--- config.mk ---
export PLATFORM = sky130hd
export DESIGN_NAME = t05_huff_decoder
export DESIGN_NICKNAME = d
export VERILOG_FILES = /design/src/rtl/t05_huff_pkg.sv /design/src/rtl/t05_huff_decoder.sv
export SDC_FILE = /design/constraint.sdc
export NUM_CORES = 1
export LEC_CHECK = 0
export ABC_AREA = 1
export ABC_CLOCK_PERIOD_IN_PS = 5200
export CAP_MARGIN = 20
export CELL_PAD_IN_SITES_DETAIL_PLACEMENT = 2
export CELL_PAD_IN_SITES_GLOBAL_PLACEMENT = 2
export CORE_UTILIZATION = 28
export DETAILED_ROUTE_END_ITERATION = 10
export GPL_ROUTABILITY_DRIVEN = 0
export PLACE_DENSITY = 0.85
export SYNTH_ARGS = -nofsm -noshare
export SYNTH_HDL_FRONTEND = slang
export SYNTH_SLANG_ARGS = --single-unit
--- constraint.sdc ---
create_clock -name clk -period 5.2 [get_ports clk]
set_clock_uncertainty 0.1 [all_clocks]
set_input_delay 0.78 -clock clk [delete_from_list [all_inputs] [get_ports clk]]
set_output_delay 0.78 -clock clk [all_outputs]
set_load 0.03 [all_outputs]
--- src/rtl/t05_huff_pkg.sv ---
// Shared types and node-word layout for the Huffman tree decoder.
package t05_huff_pkg;

  localparam int NODE_W   = 71;
  localparam int LEFT_HI  = 63;
  localparam int LEFT_LO  = 55;
  localparam int RIGHT_HI = 54;
  localparam int RIGHT_LO = 46;

  localparam logic [8:0] NULL_CHILD = 9'h180;

  // Last depth value before the path is considered runaway (128th bit).
  localparam logic [6:0] DEPTH_LAST = 7'd127;

  typedef enum logic [2:0] {
    ST_IDLE  = 3'd0,
    ST_FETCH = 3'd1,
    ST_WAIT  = 3'd2,
    ST_STEP  = 3'd3,
    ST_EMIT  = 3'd4,
    ST_DONE  = 3'd5,
    ST_ERROR = 3'd6
  } state_e;

endpackage

--- src/rtl/t05_huff_decoder.sv ---
// Huffman tree walker: fetches nodes, consumes one code bit per node, emits leaf chars.
// Optional T05_HD_ERRCHECK_EN adds child-index and path-depth checking with an ERROR state.
module t05_huff_decoder
  import t05_huff_pkg::*;
(
  input  logic              clk,
  input  logic              rst_n,
  input  logic              start,
  input  logic [6:0]        max_index,
  input  logic [15:0]       total_chars,
  output logic [6:0]        node_addr,
  output logic              node_rd,
  input  logic [NODE_W-1:0] h_element,
  input  logic              bit_in,
  input  logic              bit_valid,
  output logic              bit_ready,
  output logic [7:0]        char_out,
  output logic              char_valid,
  input  logic              char_ready,
  output logic              done,
  output logic              err,
  output logic              busy,
  output logic [2:0]        state_dbg
);

  // Handshakes: a bit or a char moves on a rising edge where valid && ready are both high;
  // bit_ready is high only in STEP, char_valid only in EMIT, so the two never overlap.

  state_e      state_q, state_d;
  logic [6:0]  index_q, index_d;
  logic [6:0]  root_q, root_d;
  logic [15:0] total_q, total_d;
  logic [15:0] count_q, count_d;
  logic [8:0]  left_q, left_d;
  logic [8:0]  right_q, right_d;
  logic [7:0]  char_q, char_d;
  logic [8:0]  sel_child;
  logic        step_err;
  logic        can_start;

  logic unused_fields;
  assign unused_fields = ^{h_element[70:64], h_element[45:0]};

  // A null right child means a single-character tree: every bit resolves to the left leaf.
  always_comb begin
    sel_child = bit_in ? right_q : left_q;
    if (sel_child == NULL_CHILD) sel_child = left_q;
  end

  assign can_start = (state_q == ST_IDLE) || (state_q == ST_DONE) || (state_q == ST_ERROR);

`ifdef T05_HD_ERRCHECK_EN
  logic [6:0] depth_q, depth_d;

  always_comb begin
    depth_d = depth_q;
    if (can_start && start) depth_d = '0;
    else if (state_q == ST_STEP && bit_valid) depth_d = sel_child[8] ? depth_q + 7'd1 : '0;
  end

  always_ff @(posedge clk or negedge rst_n) begin
    if (!rst_n) depth_q <= '0;
    else        depth_q <= depth_d;
  end

  assign step_err = (depth_q == DEPTH_LAST) || (sel_child[8] && (sel_child[6:0] > root_q));
  assign err      = (state_q == ST_ERROR);
`else
  assign step_err = 1'b0;
  assign err      = 1'b0;
`endif

  always_comb begin
    state_d = state_q;
    index_d = index_q;
    root_d  = root_q;
    total_d = total_q;
    count_d = count_q;
    left_d  = left_q;
    right_d = right_q;
    char_d  = char_q;
    case (state_q)
      ST_IDLE, ST_DONE, ST_ERROR: begin
        if (start) begin
          root_d  = max_index;
          index_d = max_index;
          total_d = total_chars;
          count_d = '0;
          state_d = (total_chars == 16'd0) ? ST_DONE : ST_FETCH;
        end
      end
      ST_FETCH: state_d = ST_WAIT;
      ST_WAIT: begin
        left_d  = h_element[LEFT_HI:LEFT_LO];
        right_d = h_element[RIGHT_HI:RIGHT_LO];
        state_d = ST_STEP;
      end
      ST_STEP: begin
        if (bit_valid) begin
          if (step_err) begin
            state_d = ST_ERROR;
          end else if (sel_child[8]) begin
            index_d = sel_child[6:0];
            state_d = ST_FETCH;
          end else begin
            char_d  = sel_child[7:0];
            state_d = ST_EMIT;
          end
        end
      end
      ST_EMIT: begin
        if (char_ready) begin
          count_d = count_q + 16'd1;
          if (count_d == total_q) begin
            state_d = ST_DONE;
          end else begin
            index_d = root_q;
            state_d = ST_FETCH;
          end
        end
      end
      default: state_d = ST_IDLE;
    endcase
  end

  always_ff @(posedge clk or negedge rst_n) begin
    if (!rst_n) begin
      state_q <= ST_IDLE;
      index_q <= '0;
      root_q  <= '0;
      total_q <= '0;
      count_q <= '0;
      left_q  <= '0;
      right_q <= '0;
      char_q  <= '0;
    end else begin
      state_q <= state_d;
      index_q <= index_d;
      root_q  <= root_d;
      total_q <= total_d;
      count_q <= count_d;
      left_q  <= left_d;
      right_q <= right_d;
      char_q  <= char_d;
    end
  end

  assign node_addr  = index_q;
  assign node_rd    = (state_q == ST_FETCH);
  assign bit_ready  = (state_q == ST_STEP);
  assign char_valid = (state_q == ST_EMIT);
  assign char_out   = char_q;
  assign done       = (state_q == ST_DONE);
  assign busy       = (state_q == ST_FETCH) || (state_q == ST_WAIT) ||
                      (state_q == ST_STEP)  || (state_q == ST_EMIT);
  assign state_dbg  = state_q;

endmodule

# Word-level counts from Yosys, hierarchy flattened
# Index checks and enable logic that the tools add are counted.
dict set report classes {
  n_addsub 1
  eq_ne 13
  n_mux 18
  bitwise 1
  reduce_logical 13
}
# op n
set ops {}
lappend ops {{7-bit 2-to-1 mux} 5}
lappend ops {{16-bit 2-to-1 mux} 2}
lappend ops {{16-bit one-hot mux with 2 select lines} 1}
lappend ops {{7-bit one-hot mux with 3 select lines} 1}
lappend ops {{3-bit 2-to-1 mux} 6}
lappend ops {{9-bit 2-to-1 mux} 2}
lappend ops {{16-bit by 1-bit adder with 16-bit output, second input constant} 1}
lappend ops {{16-bit == test} 1}
lappend ops {{16-bit logical NOT} 1}
lappend ops {{3-bit one-hot mux with 5 select lines} 1}
lappend ops {{3-bit == test, second input constant} 3}
lappend ops {{9-bit == test, second input constant} 1}
lappend ops {{3-bit AND reduction} 3}
lappend ops {{3-bit by 2-bit == test with 1-bit output, second input constant} 2}
lappend ops {{2-bit inequality test, second input constant} 3}
lappend ops {{6-bit AND reduction} 1}
lappend ops {{2-bit by 1-bit inequality test with 1-bit output, second input constant} 2}
lappend ops {{3-bit by 1-bit == test with 1-bit output, second input constant} 1}
lappend ops {{3-bit logical NOT} 1}
lappend ops {{1-bit logical OR} 3}
lappend ops {{3-bit nonzero test} 1}
lappend ops {{3-bit OR reduction} 1}
lappend ops {{2-bit AND reduction} 1}
lappend ops {{2-bit nonzero test} 1}
lappend ops {{1-bit NOT} 1}
dict set report totals {
  ff_bits 75
  inputBits 100
  out_inout_bits 24
}

# Logic depth before layout (Yosys ltp)
dict set report logic_depth {
  ltp_word 6
  ltp_mapped 15
  ltp_nobuf 15
}

# Worst setup path after synthesis
# No wires, ideal clock.
dict set report synth_path {
  path_type {input to register}
  startpoint {input port bit_in}
  endpoint {register char_q[4], in the netlist char_out[4]}
  t_arrival_ps 2125
  required_ps 4979
  path_slack_ps 2854
  stages 11
  path_cell_list {buf_6 > buf_6 > nand2_1 > o21ai_2 > nor3_4 > nand3_4 > o21bai_4 > nand2_4 > buf_6 > o21ai_1 > nand2_1}
}
dict set report synth_via {
  elab_chain_len 5
}
# item line_no
set synth_lines {}
lappend synth_lines {{start: declaration} t05_huff_decoder.sv:14} ;# input logic bit_in,
lappend synth_lines {{9-bit 2-to-1 mux (*)} t05_huff_decoder.sv:46} ;# sel_child = bit_in ? right_q : left_q;
lappend synth_lines {{9-bit == test} t05_huff_decoder.sv:47} ;# if (sel_child == NULL_CHILD) sel_child = left_q;
lappend synth_lines {{9-bit 2-to-1 mux (*)} t05_huff_decoder.sv:47}
lappend synth_lines {{1-bit NOT (no line)} n/a}
lappend synth_lines {{3-bit AND reduction (no line)} n/a}
lappend synth_lines {{end signal: assignment} t05_huff_decoder.sv:144} ;# char_q <= char_d;
lappend synth_lines {{end: declaration} t05_huff_decoder.sv:36} ;# logic [7:0] char_q, char_d;
# Mark *: on every way between the ends. The rest lies on a longest branch, timed or not.
# A chain may end at the register's enable or synchronous reset.

# Worst setup path after layout
dict set report layout_path {
  startpoint {input port bit_in}
  endpoint {register char_q[5], in the netlist char_out[5]}
}
# Same word-level chain as after synthesis.

==> run_results.csv <==
group,metric,value,unit
status,status,"completed",
logic_synthesis,yosysUniqueCellTypes,37,
die,io-pin-count,124,
global_routing,grt-ovfl-total,0,
logic_synthesis,syn_area,4140,µm²
detailed_routing,antenna_left,0,
die,die_w,124,µm
detailed_routing,wl_per_cell,17.2,µm
pwr,power-per-cell-area,573,nW/µm²
detailed_routing,drt-vias-per-instance,4.94,
pwr,internal_power,1.73,mW
cts,worstSkewPairLatency,340,ps
placed_design,place_area,5010,µm²
timing,finalCritPeriodShare,60.7,%
pwr,comb_power_share,46.8,%
cts,clockBufferDepth,2,
critical_path,critical_path_class,"in -> reg",
cts,numCtsBuffers,9,
timing,setup_viol,0,
logic_synthesis,synth_warnings,0,
pwr,p_clk_share,21.1,%
critical_path,arrival,3330,ps
cts,cts_max_level,3,
pwr,p_leak,2.36,nW
logic_synthesis,synth-seq-cells,75,
final_layout,final_util,36.8,%
die,die-area,15300,µm²
timing,worst_pin_slew,669,ps
logic_synthesis,syn_avg_cell_area,7.73,µm²
die,die_h,124,µm
cts,cts.sinks,75,
cts,cts_setup_buffers,0,
logic_synthesis,ys_seq_area_share,45.3,%
critical_path,start_kind,"input port",
final_layout,drive_gt1_share,8.84,%
global_routing,grtUsageTotal,19.6,%
pwr,p_sw,1.32,mW
critical_path,crit_fanout,18,
detailed_routing,drtIter0Drc,172,
pwr,power_frac_seq,32.1,%
hold_path,hold_path.class,"in -> async",
cts,hold_buffers,0,
cts,cts_tree,"done",
placed_design,portBuffers,69,
global_routing,grt_pass1_wl,22.7,mm
die,initial_core_util,28.6,%
final_layout,stdcell_area,5330,µm²
final_layout,final_nets,708,
global_routing,first_global_vias,4439,
timing,slew_viol_final,0,
cts,path_clk_slew,60,ps
logic_synthesis,syn_nets,637,
pwr,netSwitchingFraction,43.4,%
timing,period_needed,3160,ps
critical_path,cp.required,5380,ps
timing,timing.fmax,317,MHz
detailed_routing,wl,13.7,mm
timing,max-slew-margin-rel,55.3,%
global_routing,antenna_found_initial,0,
die,rows,44,
placed_design,hpwl,10.3,mm
job,maxCapViolations,0,
timing,setup_tns,0,ps
logic_synthesis,synthCells,536,
cts,cts-root-buf,"clkbuf_16",
timing,rsz0062_at_grt,"no",
final_layout,area_growth,28.7,%
die,core-area,14500,µm²
detailed_routing,via_count,3927,
detailed_routing,firstDrtPassIters,4,
global_routing,grt_max_degree,76,
cts,post_cts_resized,0,
timing,final_hold_viol_count,0,
critical_path,worstSetupEndpointType,"flop",
pwr,ir_worst_vdd,0.233,mV
detailed_routing,drc,0,
final_layout,diodes,0,
[state kept, by name (all words and copies together), names as in the netlist]
signal and flops:
right_q 9, state_dbg 3, count_q 16, root_q 7
node_addr 7, left_q 9, total_q 16, char_out 8
[power groups by stage]
stage / logic, mW / registers (mW) / clock network, mW
CTS: 1.46 / 0.984 / 0.660
global placement: 1.37 / 0.971 / 0
detailed placement: 1.45 / 0.990 / 0
floorplan: 0.827 / 1.06 / 0
global route: 1.59 / 1.01 / 0.681
finish: 1.43 / 0.980 / 0.644
[Yosys cell counts, drive strengths merged]
master  instances  area share [%]
nand2         188              17
dfrtp          75              45
inv            61             5.5
o21ai          56             6.9
nand3          44             6.2
nor2           31             3.7
nand4          17             2.6
o22ai          14             2.1
mux2            9             2.4
clkbuf          7            0.63
buf             6             1.2
nor3            6             1.0
nor4            4            0.60
xor2            4            0.85
o21bai          3            0.82
a21oi           2            0.33
xnor2           2            0.42
xnor3           2             1.1
and2b           1            0.18
conb            1           0.091
ha              1            0.30
nand3b          1            0.18
or3             1            0.15
[final timing paths]
check | startpoint | end | slack [ps] | depth (start not counted)
worst max-delay path | bit_in | char_out[5] | 2040 | 11
min in group clk | node_addr[4] | node_addr[4] | 390 | 2
worst min register to register | node_addr[4] | node_addr[4] | 390 | 2
worst max register to register | count_q[1] | node_addr[0] | 2650 | 14
max in group asynchronous | rst_n | char_out[6] | 4220 | 2
worst min-delay path | rst_n | count_q[11] | 190 | 1
[cells by family (layout without fill, tap and decap cells)]
family / Yosys count / after routing / share of synthesized area, %
mux: 9 / 9 / 2.45
compound gates: 75 / 75 / 10.2
other cells: 1 / 1 / 0.0905
fa+ha+maj: 1 / 1 / 0.302
xor+xnor: 8 / 8 / 2.36
simple gates: 293 / 293 / 31.9
flops: 75 / 75 / 45.3
buf+inv: 74 / 149 / 7.40
[layer usage]
layer  routed length (µm)  vias to the layer above  GRT usage (%)
met1                 5590                     1970           21.4
met4                  229                        0           5.80
met2                 7480                       53           37.1
li1                     -                     1889              -
met3                  415                       15           4.81
met5                    0                        -              0
[through the flow]
step / power (mW) / setup slack, ps / hold slack, ps / cells
2_1_floorplan: 1.89 / 2850 / 342 / 536
3_3_place_gp: 2.34 / 1790 / 360 / 779
3_5_place_dp: 2.44 / 1710 / 377 / 779
4_1_cts: 3.11 / 2010 / 391 / 794
5_1_grt: 3.28 / 1760 / 198 / 795
6_report: 3.05 / 2040 / 194 / 795
[critical path, stage by stage]
cell and delay, ps:
clkdlybuf4s50_1 870, nand2_1 120, o21ai_1 160, nand2_1 150
nor3_4 230, nand3_4 160, o21bai_4 190, nand2_4 180
nor2_4 260, nand2_1 120, nand2_1 90
[cell usage in the layout (no fill, tap or decap), types with 14 or more instances in the layout]
cell type and count:
nand2_1 185, dfrtp_1 75, clkdlybuf4s50_1 68, inv_1 57
nand3_1 38, o21ai_0 35, nor2_1 22, o21ai_1 19
nand4_1 17, o22ai_1 14
[layout make-up]
cell class	instances	area [µm²]
Fill cell	1677	9150
Multi-Input combinational cell	387	1960
Sequential cell	75	1880
Timing Repair Buffer	73	738
Clock buffer	13	260
Tap cell	184	230
Inverter	61	229
Clock inverter	2	35.0
No activity file was read; power rests on OpenSTA's default activity.
